<file path="config.mk">
export PLATFORM = sky130hd
export DESIGN_NAME = hdmi_out_fetch_ctrl
export DESIGN_NICKNAME = d
export VERILOG_FILES = /design/src/rtl/hdmi_out_fetch_ctrl.sv
export SDC_FILE = /design/constraint.sdc
export NUM_CORES = 1
export LEC_CHECK = 0
export ABC_CLOCK_PERIOD_IN_PS = 5700
export BUFFER_PORTS_ARGS = -buffer_cell sky130_fd_sc_hd__buf_2
export CAP_MARGIN = 0
export CORE_ASPECT_RATIO = 1.4
export CORE_MARGIN = 3
export CORE_UTILIZATION = 45
export CTS_CLUSTER_SIZE = 20
export DETAILED_ROUTE_END_ITERATION = 16
export GPL_ROUTABILITY_DRIVEN = 1
export PLACE_DENSITY = 0.66
export SETUP_SLACK_MARGIN = 0.05
export SYNTH_ARGS = -nofsm -noshare
export SYNTH_HDL_FRONTEND = slang
export SYNTH_SLANG_ARGS = --single-unit
</file>
<file path="constraint.sdc">
create_clock -name clk -period 5.7 [get_ports clk]
set_clock_uncertainty 0.1 [all_clocks]
set_input_delay 0.285 -clock clk [delete_from_list [all_inputs] [get_ports clk]]
set_output_delay 0.285 -clock clk [all_outputs]
set_load 0.02 [all_outputs]
</file>
<file path="src/rtl/hdmi_out_fetch_ctrl.sv">
// Write-side fetch sequencer for the HDMI output FIFO: walks the active frame
// line by line, issues space-gated burst reads and pushes returned beats.
module hdmi_out_fetch_ctrl #(
  parameter int ADDR_WIDTH  = 10,
  parameter int DATA_WIDTH  = 32,
  parameter int MEM_AW      = 28,
  parameter int BURST_LEN   = 64,
  parameter int H_WORDS     = 480,
  parameter int V_LINES     = 1080,
  parameter int FB_BASE     = 0,
  parameter int LINE_STRIDE = 512,
  parameter int MARGIN      = 2
) (
  input  logic                  clk,
  input  logic                  rst_n,
  input  logic                  frame_start,
  input  logic [ADDR_WIDTH:0]   fifo_wr_water_level,
  input  logic                  fifo_full,
  output logic                  fifo_wr_en,
  output logic [DATA_WIDTH-1:0] fifo_wr_data,
  output logic                  rd_req,
  output logic [MEM_AW-1:0]     rd_addr,
  output logic [8:0]            rd_len,
  input  logic                  rd_req_ack,
  input  logic                  rd_data_valid,
  input  logic [DATA_WIDTH-1:0] rd_data,
  output logic                  busy,
  output logic                  frame_done,
  output logic                  overflow_err
);

  localparam int WW = $clog2(H_WORDS + 1);
  localparam int LW = $clog2(V_LINES + 1);
  localparam int FW = ADDR_WIDTH + 2;

  localparam logic [FW-1:0]     DEPTH_F   = FW'(64'd1 << ADDR_WIDTH);
  localparam logic [MEM_AW-1:0] BASE_A    = MEM_AW'(FB_BASE);
  localparam logic [MEM_AW-1:0] STRIDE_A  = MEM_AW'(LINE_STRIDE);
  localparam logic [WW-1:0]     H_W       = WW'(H_WORDS);
  localparam logic [LW-1:0]     V_L       = LW'(V_LINES);
  localparam logic [8:0]        BURST_L   = 9'(BURST_LEN);
  localparam logic [31:0]       BURST_32  = 32'(BURST_LEN);
  localparam logic [31:0]       MARGIN_32 = 32'(MARGIN);

  typedef enum logic [1:0] {
    ST_IDLE  = 2'd0,
    ST_CHECK = 2'd1,
    ST_REQ   = 2'd2,
    ST_DATA  = 2'd3
  } state_t;

  state_t            state_r;
  logic [WW-1:0]     word_r;
  logic [LW-1:0]     line_r;
  logic [MEM_AW-1:0] line_addr_r;
  logic [8:0]        beat_r;
  logic              drop_r;

  logic [FW-1:0]     used_s;
  logic [FW-1:0]     free_s;
  logic [31:0]       rem_s;
  logic [31:0]       need_s;
  logic [8:0]        len_s;
  logic              room_s;
  logic [WW-1:0]     word_sum_s;
  logic [LW-1:0]     line_inc_s;
  logic              last_beat_s;
  logic              drop_s;
  logic              wr_s;

  // Free space, next burst length and burst bookkeeping terms
  always_comb begin
    used_s = {1'b0, fifo_wr_water_level} + {{(FW-1){1'b0}}, fifo_wr_en};
    // a level beyond depth (pending write included) means no room at all
    if (used_s > DEPTH_F) begin
      free_s = {FW{1'b0}};
    end else begin
      free_s = DEPTH_F - used_s;
    end
    rem_s = 32'(H_W - word_r);
    if (rem_s > BURST_32) begin
      len_s = BURST_L;
    end else begin
      len_s = rem_s[8:0];
    end
    need_s      = 32'(len_s) + MARGIN_32;
    room_s      = (32'(free_s) >= need_s);
    word_sum_s  = word_r + WW'(rd_len);
    line_inc_s  = line_r + LW'(1'b1);
    last_beat_s = (beat_r == (rd_len - 9'd1));
    drop_s      = drop_r | frame_start;
    wr_s        = rd_data_valid & (state_r == ST_DATA) & ~drop_s;
  end

  // Sequencer state machine with registered outputs and FIFO write stage
  always_ff @(posedge clk) begin
    if (!rst_n) begin
      state_r      <= ST_IDLE;
      word_r       <= {WW{1'b0}};
      line_r       <= {LW{1'b0}};
      line_addr_r  <= BASE_A;
      beat_r       <= 9'd0;
      drop_r       <= 1'b0;
      fifo_wr_en   <= 1'b0;
      fifo_wr_data <= {DATA_WIDTH{1'b0}};
      rd_req       <= 1'b0;
      rd_addr      <= {MEM_AW{1'b0}};
      rd_len       <= 9'd0;
      busy         <= 1'b0;
      frame_done   <= 1'b0;
      overflow_err <= 1'b0;
    end else begin
      frame_done   <= 1'b0;
      fifo_wr_en   <= wr_s;
      fifo_wr_data <= rd_data;
      if (frame_start) begin
        overflow_err <= 1'b0;
      end else if (wr_s && fifo_full) begin
        overflow_err <= 1'b1;
      end

      case (state_r)
        ST_IDLE: begin
          if (frame_start) begin
            word_r      <= {WW{1'b0}};
            line_r      <= {LW{1'b0}};
            line_addr_r <= BASE_A;
            busy        <= 1'b1;
            state_r     <= ST_CHECK;
          end
        end

        ST_CHECK: begin
          if (frame_start) begin
            word_r      <= {WW{1'b0}};
            line_r      <= {LW{1'b0}};
            line_addr_r <= BASE_A;
          end else if (room_s) begin
            rd_addr <= line_addr_r + MEM_AW'(word_r);
            rd_len  <= len_s;
            rd_req  <= 1'b1;
            state_r <= ST_REQ;
          end
        end

        ST_REQ: begin
          // a restart cannot retract an issued request; its beats are dropped
          if (frame_start) begin
            drop_r <= 1'b1;
          end
          if (rd_req && rd_req_ack) begin
            rd_req  <= 1'b0;
            beat_r  <= 9'd0;
            state_r <= ST_DATA;
          end
        end

        ST_DATA: begin
          if (rd_data_valid && last_beat_s) begin
            if (drop_s) begin
              drop_r      <= 1'b0;
              word_r      <= {WW{1'b0}};
              line_r      <= {LW{1'b0}};
              line_addr_r <= BASE_A;
              state_r     <= ST_CHECK;
            end else if (word_sum_s == H_W) begin
              word_r      <= {WW{1'b0}};
              line_r      <= line_inc_s;
              line_addr_r <= line_addr_r + STRIDE_A;
              if (line_inc_s == V_L) begin
                busy       <= 1'b0;
                frame_done <= 1'b1;
                state_r    <= ST_IDLE;
              end else begin
                state_r <= ST_CHECK;
              end
            end else begin
              word_r  <= word_sum_s;
              state_r <= ST_CHECK;
            end
          end else begin
            if (rd_data_valid) begin
              beat_r <= beat_r + 9'd1;
            end
            if (frame_start) begin
              drop_r <= 1'b1;
            end
          end
        end

        default: begin
          rd_req  <= 1'b0;
          drop_r  <= 1'b0;
          state_r <= ST_IDLE;
        end
      endcase
    end
  end

endmodule

</file>
==> qor.csv <==
metric,value,unit
fp.dieW,109,µm
drt_iter0_markers,238,
layout_common_cells,"dfxtp_1, buf_2, nor2_1",
first_pass_iters,4,
critPathKind,reg -> reg,
avgSynthCellArea,8.59,µm²
holdPathStages,2,
synth_top_cell_area_share,0.372,
async_reset_ff_frac,0,
clock_sink_count,125,
ys_seq_area_frac,0.372,
setup_viol,0,
ant_nets,0,
status,completed,
start_kind,register,
r2r_cells,22,
clockBufferDepth,2,
grtUsageTotal,0.217,
critPathCaptureType,register,
path_max_fanout,12,
htree_levels,4,
routed_wl,17500,µm
cellPowerDensity,274,nW/µm²
relSlewSlack,0.352,
route.detailed.drc,0,
p_leak,3.45,nW
core,14600,µm²
io_buffers,122,
grt-ovfl-total,0,
place_inst,1065,
yosys-top-cells-area,"dfxtp_1, ha_1, mux2i_1",
syn_inst,784,
grt_pass1_wl,28700,µm
hp-class,in -> reg,
diodes,0,
grt_max_degree,63,
cap_viol_max_count,0,
core.rowCount,52,
min_period_over_period,0.918,
dieArea,16500,µm²
die_y,151,µm
finalHoldViolations,0,
final_nets,1013,
fmax,0.191,GHz
num_vias,6176,
rsz0062_at_grt,false,
m1WireLength,7510,µm
vdd_drop_max,0.199,mV
mostFrequentLayoutCell,dfxtp_1,
worstPathArrival,5410,ps
finalSetupTns,0,ps
layoutNonFillerInstCount,1133,
yosys.area.top_type,dfxtp_1,
final_period_minus_worst_setup_slack,5240,ps
wl_per_cell,15.5,µm
design_area,8420,µm²
ys_types,74,
slew_violations,0,
ys_seq_elements,125,
fill_cells,1355,
synth_area,6730,µm²
gp_congestion,0.849,
dp_hpwl,12000,µm
drive_gt1_frac,0.193,
ios,123,
synth_flop_cell,dfxtp_1,
viasPerCell,5.45,
placed_cell_area,7480,µm²
cts_buffers,17,
routed-wl-met3,796,µm
wl_met2,9020,µm
routed.top_layer,met4,
grt_pass1_vias,5993,
start_util,0.462,
antenna_found_initial,0,
worstPathRequired,5880,ps
yosysWarnings,0,
synth_edf_count,0,
insertion_delay,410,ps
worst_pin_slew,972,ps
area_growth_syn_to_layout,25.1,%
root_buffer,clkbuf_16,
path_clk_slew,60,ps
cts_tree,built,
==> area by class of cell <==
type	instances	area, µm²	area share
clock inverter	9	88.8	0.0106
sequential	125	2500	0.297
tap	189	236	0.0281
timing repair buffer	166	1020	0.122
clock buffer	23	468	0.0556
inverter	21	78.8	0.00936
multi-input combinational	600	4020	0.478
==> path summary, 6_finish.rpt <==
path | from | end | slack, ps
min reg2reg | busy$_SDFFE_PN0P_ | busy$_SDFFE_PN0P_ | 360
min | frame_start | overflow_err$_SDFFE_PP0P_ | 100
max | word_r[1]$_SDFFE_PN0P_ | rd_addr[1]$_SDFFE_PN0P_ | 460
max reg2reg | word_r[1]$_SDFFE_PN0P_ | rd_addr[1]$_SDFFE_PN0P_ | 460
==> timing repair <==
item | in CTS | in global routing
hold buffers | 33 | 0
hold endpoints to repair | 33 | 0
setup buffers | 0 | 3
endpoints found under the setup margin | 0 | 40
resized for setup | 0 | 5
==> per-layer routing <==
layer	GRT usage	vias up
met5	0	-
met4	0.0667	0
met3	0.0450	18
met2	0.388	147
met1	0.257	2905
li1	-	3106
==> cell families (layout without fill, tap and decap cells) <==
logic type | count (synthesis) | in the layout | share of synthesized area
buffers and inverters | 61 | 219 | 0.0375
AND/OR/NAND/NOR | 330 | 330 | 0.260
adder cells (fa/ha/maj) | 33 | 33 | 0.0625
flip-flops | 125 | 125 | 0.372
XOR/XNOR | 49 | 49 | 0.0638
AO/OA/AOI/OAI | 149 | 149 | 0.150
multiplexers | 36 | 36 | 0.0537
other | 1 | 3 | 0.000557
==> report_power, final <==
part / switching (mW) / internal, mW
sequential: 0.0161 / 0.898
clock: 0.388 / 0.622
combinational: 0.247 / 0.138
total: 0.651 / 1.66
==> synth_stat cells (all sizes together) (11+ instances only) <==
library cell    n
and2           41
o21ai          31
mux2i          35
ha             32
and3           16
xor2           19
clkbuf         28
inv            20
nand3          36
xnor2          30
nor2           80
nor3           19
nand2          47
a21oi          40
nand2b         11
buf            12
dfxtp         125
or3            22
==> through the flow <==
step / utilization / hold slack, ps / setup WS (ps) / power, mW
floorplan: - / 312 / 967 / 1.20
global placement: 0.513 / 359 / 330 / 1.29
detailed placement: 0.513 / 363 / 173 / 1.30
CTS: 0.574 / 99.8 / 132 / 2.32
global route: 0.578 / 100 / 36.6 / 2.41
finish: 0.578 / 101 / 465 / 2.31
==> worst max-delay path, cell delays in order, from the launching register on <==
cell and delay, ps:
dfxtp_1 450, inv_1 130, ha_1 260, xnor2_1 190, nand2b_1 200, o41ai_1 440
a221oi_1 180, o22ai_2 350, and2_1 210, ha_1 190, nand3_1 90, xor2_1 150
nand2_1 70, ha_1 300, and4_1 200, a2111oi_0 370, o31a_1 210, o21bai_1 80
a211oi_2 310, nor3b_4 140, buf_4 240, mux2i_1 190, nor2_1 60
==> sequential cells by signal, indices dropped and copies added (netlist names) <==
register and count:
drop_r 1, line_r 11, state_r 2, frame_done 1, fifo_wr_data 32, rd_req 1, beat_r 9, busy 1
line_addr_r 19, overflow_err 1, fifo_wr_en 1, rd_len 9, word_r 9, rd_addr 28
No activity file was read; power rests on OpenSTA's default activity.
